$ cat config.mk
export PLATFORM = sky130hd
export DESIGN_NAME = conv3x3_feeder
export DESIGN_NICKNAME = d
export VERILOG_FILES = /design/src/rtl/conv3x3_feeder.sv
export SDC_FILE = /design/constraint.sdc
export NUM_CORES = 1
export LEC_CHECK = 0
export CAP_MARGIN = 40
export CORE_ASPECT_RATIO = 0.9
export CORE_UTILIZATION = 30
export DETAILED_ROUTE_END_ITERATION = 16
export HOLD_SLACK_MARGIN = 0.08
export SLEW_MARGIN = 20
export SYNTH_ARGS = -nofsm -noshare
export SYNTH_HDL_FRONTEND = slang
export SYNTH_SLANG_ARGS = --single-unit
$ cat constraint.sdc
create_clock -name i_clk -period 11.2 [get_ports i_clk]
set_clock_uncertainty 0.1 [all_clocks]
set_input_delay 2.24 -clock i_clk [delete_from_list [all_inputs] [get_ports i_clk]]
set_output_delay 2.24 -clock i_clk [all_outputs]
set_load 0.005 [all_outputs]
$ cat src/rtl/conv3x3_feeder.sv
// conv3x3_feeder: buffers one 9-pixel window and issues it tap by tap as registered x/w/psum triples
module conv3x3_feeder #(
  parameter int X_BW   = 8,
  parameter int W_BW   = 8,
  parameter int I_BW   = 19,
  parameter int TAPS   = 9,
  parameter int CNT_BW = 16
) (
  input  logic              i_clk,
  input  logic              i_rst,
  input  logic              i_en,
  input  logic              i_w_wr,
  input  logic [3:0]        i_w_addr,
  input  logic [I_BW-1:0]   i_w_data,
  input  logic              i_x_valid,
  input  logic [X_BW-1:0]   i_x,
  output logic              o_x_ready,
  output logic              o_valid,
  input  logic              i_ready,
  output logic [X_BW-1:0]   o_x,
  output logic [W_BW-1:0]   o_w,
  output logic [I_BW-1:0]   o_psum,
  output logic              o_first,
  output logic              o_last,
  output logic              o_busy,
  output logic [CNT_BW-1:0] o_win_cnt
);
  typedef enum logic [1:0] {IDLE, FILL, ISSUE} state_t;
  localparam logic [3:0] LAST = 4'(TAPS - 1);
  localparam logic [3:0] BIAS = 4'(TAPS);
  state_t            state_q, state_d;
  logic [3:0]        fill_q, fill_d, tap_q, tap_d;
  logic [X_BW-1:0]   pix_q [TAPS];
  logic [W_BW-1:0]   wbank_q [TAPS];
  logic [I_BW-1:0]   bias_q;
  logic [CNT_BW-1:0] win_cnt_q;
  logic              x_ready_q, valid_q, first_q, last_q, busy_q;
  logic [X_BW-1:0]   x_q;
  logic [W_BW-1:0]   w_q;
  logic [I_BW-1:0]   psum_q;
  logic              x_acc, t_acc, win_done, issue_d;
  assign x_acc    = x_ready_q && i_x_valid;
  assign t_acc    = valid_q && i_ready;
  assign win_done = t_acc && tap_q == LAST;
  assign issue_d  = state_d == ISSUE;
  always_comb begin
    state_d = state_q;
    fill_d  = fill_q;
    tap_d   = tap_q;
    if (state_q == IDLE && i_en) state_d = FILL;
    if (x_acc) begin
      fill_d = (fill_q == LAST) ? '0 : fill_q + 4'd1;
      if (fill_q == LAST) state_d = ISSUE;
    end
    if (t_acc) begin
      tap_d = win_done ? '0 : tap_q + 4'd1;
      if (win_done) state_d = i_en ? FILL : IDLE;
    end
  end
  // Issue outputs are computed from the next tap so they are registered yet appear on the entry edge.
  always_ff @(posedge i_clk or posedge i_rst) begin
    if (i_rst) begin
      state_q   <= IDLE;
      fill_q    <= '0;
      tap_q     <= '0;
      bias_q    <= '0;
      win_cnt_q <= '0;
      x_ready_q <= 1'b0;
      valid_q   <= 1'b0;
      first_q   <= 1'b0;
      last_q    <= 1'b0;
      busy_q    <= 1'b0;
      x_q       <= '0;
      w_q       <= '0;
      psum_q    <= '0;
      for (int i = 0; i < TAPS; i++) begin
        pix_q[i]   <= '0;
        wbank_q[i] <= '0;
      end
    end else begin
      state_q   <= state_d;
      fill_q    <= fill_d;
      tap_q     <= tap_d;
      if (state_q == IDLE && i_w_wr && i_w_addr < BIAS) wbank_q[i_w_addr] <= i_w_data[W_BW-1:0];
      if (state_q == IDLE && i_w_wr && i_w_addr == BIAS) bias_q <= i_w_data;
      if (x_acc) pix_q[fill_q] <= i_x;
      if (win_done) win_cnt_q <= win_cnt_q + 1'b1;
      x_ready_q <= state_d == FILL;
      busy_q    <= state_d != IDLE;
      valid_q   <= issue_d;
      x_q       <= issue_d ? pix_q[tap_d] : '0;
      w_q       <= issue_d ? wbank_q[tap_d] : '0;
      psum_q    <= (issue_d && tap_d == '0) ? bias_q : '0;
      first_q   <= issue_d && tap_d == '0;
      last_q    <= issue_d && tap_d == LAST;
    end
  end
  assign o_x_ready = x_ready_q;
  assign o_valid   = valid_q;
  assign o_x       = x_q;
  assign o_w       = w_q;
  assign o_psum    = psum_q;
  assign o_first   = first_q;
  assign o_last    = last_q;
  assign o_busy    = busy_q;
  assign o_win_cnt = win_cnt_q;
endmodule

==> results_dict.tcl <==
set metrics [dict create \
    total_power_mw 2.569 \
    relSlewSlack 0.4118 \
    async_reset_ff_frac 1.000 \
    yosysMostFrequentCell "dfrtp_1" \
    row_count 62 \
    regToRegStartpoint "tap_q[1]$_DFF_PP0_" \
    critical_path.max_fanout 26 \
    outcome "finished with violations" \
    final_util 0.3772 \
    viasPerCell 4.936 \
    setup-tns-final_ns 0 \
    timing.final.crit_share 0.4317 \
    die_x_microns 192.9 \
    startpoint_type "input pin" \
    p_leak_nw 5.598 \
    path_class "in -> reg" \
    hold_viol 0 \
    end_kind "register" \
    synth_ff_type "dfrtp_1" \
    via_count 6071 \
    cts_hold_buf 0 \
    endpoint "o_x[3]$_DFF_PP0_" \
    grt.overflow.total 0 \
    slowest_delay_ns 0.64 \
    drive_above_1_share 0.3047 \
    seq_area_frac_synth 0.5827 \
    cts_sinks 229 \
    clock_latency_ns 0.52 \
    drtIter0Drc 314 \
    finalNetCount 840 \
    cts_root_buffer "clkbuf_16" \
    grt_pass1_wl_microns 36240 \
    wl_per_cell_microns 18.05 \
    netlist.top_cell.by_area "dfrtp_1" \
    place_ws_ns 5.787 \
    htreeDepth 1 \
    netlist-cell-type-count 49 \
    yosys_warnings 0 \
    peakVddDrop_uv 126.1 \
    grtUsageTotal 0.1386 \
    clk_pin_slew_ns 0.06 \
    reg2regPathDepth 9 \
    num_antenna_cells 0 \
    setup_viol 0 \
    drc_errors 14 \
    grt_max_degree 97 \
    timing.fmax_mhz 206.8 \
    fin_ws_ns 6.365 \
    clock_path_buffers 3 \
    cellPowerDensity_nw_per_um2 212.1 \
    yosys-top-cells-area "dfrtp_1 (58%), mux2_2 (19%), mux4_1 (3.2%), mux4_2 (3.0%), nand3_1 (2.2%)" \
    wl_microns 22210 \
    ios 93 \
    grt_pass1_vias 6333 \
    portBuffers 92 \
    syn_area_sq_um 9834 \
    start_util 0.3062 \
    hp-class "reg -> reg" \
    first_pass_iters 14 \
    syn_area_per_cell_sq_um 14.15 \
    arrival_ns 5.19 \
    cp_slowest_cell "clkdlybuf4s50_1" \
    violations "design-rule violations" \
    cts_made_buffers 25 \
    max-cap-violations 0 \
    cp_cell_sequence "clkdlybuf4s50_1 -> a21bo_1 -> o21a_1 -> buf_4 -> inv_2 -> nor3_2 -> and3_1 -> a221o_1" \
    tightest_slew_ns 0.8804 \
    postRouteAntennaNets 0 \
    rsz0062_at_grt "false" \
    coreArea_sq_um 32120 \
    ctsResizeCount 0 \
    ys_seq_elements 229 \
    stdcell_count 1230 \
    critical_path.top_delay_family "buffers and inverters" \
    grt_antenna_before_repair 0 \
    drv_slew 0 \
    syn_nets 739 \
    placed_cells 1182 \
    die_y_microns 173.8 \
    r2r_end "o_x[3]$_DFF_PP0_" \
    cts_tree "built" \
    fillers 3099 \
    cp_num_buf_inv 3 \
    synth_cells 695 \
    synth_edf_count 0 \
    fp.dieArea_sq_um 33510 \
    netlist_top_cells_count "dfrtp_1 (229), mux2_2 (164), nand3_1 (44)" \
    syn_to_final_growth_pct 23.19 \
    place_area_sq_um 11260 \
    startpoint "i_ready" \
    cp_data_required_time_ns 11.55 \
    synth_top_area_frac 0.5827 \
    globalplace.congestion 0.7925 \
    holdWs_ns 0.3676 \
    post_cts_buffers 0 \
    cp_num_cells 8 \
    rrSetupSlack_ns 7.92 \
    period_minus_slack_ns 4.835 \
    final_area_sq_um 12120 \
    place_hpwl_microns 15000 \
]
layout by cell type (no fill, tap or decap), types with 4 or more instances in the layout:
master             n
dfrtp_1          229
mux2_2           164
clkdlybuf4s50_1   92
nand3_1           44
nand2_1           27
clkbuf_16         25
and2_1            21
o21ai_0           19
and3_1            14
mux4_2            13
nor2_1            12
mux4_1            12
buf_4             12
xnor2_1           11
a21oi_1           10
inv_1              9
a221o_1            9
nor3_1             8
a32oi_1            7
ha_1               7
clkbuf_8           6
nand4_1            5
xor2_1             5
clkbuf_1           5
clkinv_2           4
report_power, final:
part / internal [mW] / leakage, nW / switching (mW)
sequential: 1.02 / 3.05 / 0.111
combinational: 0.335 / 2.14 / 0.279
clock: 0.496 / 0.406 / 0.324
per-layer routing:
metal,track usage,vias to the layer above,routed length (microns)
li1,-,2760,-
met1,0.1930,3171,10360
met2,0.2212,115,10550
met3,0.02571,25,959
met4,0.03445,0,334
met5,0,-,0
layout make-up:
cell class | count | area, sq um | area share
sequential | 229 | 5731 | 0.4730
multi-input combinational | 420 | 3908 | 0.3225
timing repair buffer | 108 | 1074 | 0.08861
clock buffer | 36 | 726.9 | 0.06000
tap | 416 | 520.5 | 0.04296
clock inverter | 9 | 103.9 | 0.008572
inverter | 12 | 52.55 | 0.004337
how the worst min path moves through the flow:
stage,from,to,depth (start not counted)
floorplan,bias_q[0]$_DFFE_PP0P_,o_psum[0]$_DFF_PP0_,1
global placement,bias_q[17]$_DFFE_PP0P_,o_psum[17]$_DFF_PP0_,1
detailed placement,bias_q[17]$_DFFE_PP0P_,o_psum[17]$_DFF_PP0_,1
CTS,bias_q[17]$_DFFE_PP0P_,o_psum[17]$_DFF_PP0_,1
global route,bias_q[14]$_DFFE_PP0P_,o_psum[14]$_DFF_PP0_,1
finish,bias_q[17]$_DFFE_PP0P_,o_psum[17]$_DFF_PP0_,1
logic make-up after synthesis:
logic type / Yosys count / synth area share
mux: 190 / 0.2506
buf+inv: 46 / 0.02125
compound gates: 55 / 0.03817
flops: 229 / 0.5827
xor+xnor: 16 / 0.01425
fa+ha+maj: 7 / 0.008905
simple gates: 152 / 0.08410
registers in the layout (all words and copies together), names as in the netlist:
register	count
bias_q	19
fill_q	4
o_busy	1
o_first	1
o_last	1
o_psum	19
o_valid	1
o_w	8
o_win_cnt	16
o_x	8
o_x_ready	1
pix_q	72
state_q	2
tap_q	4
wbank_q	72
Note: power is estimated with default switching activity, not from simulation.
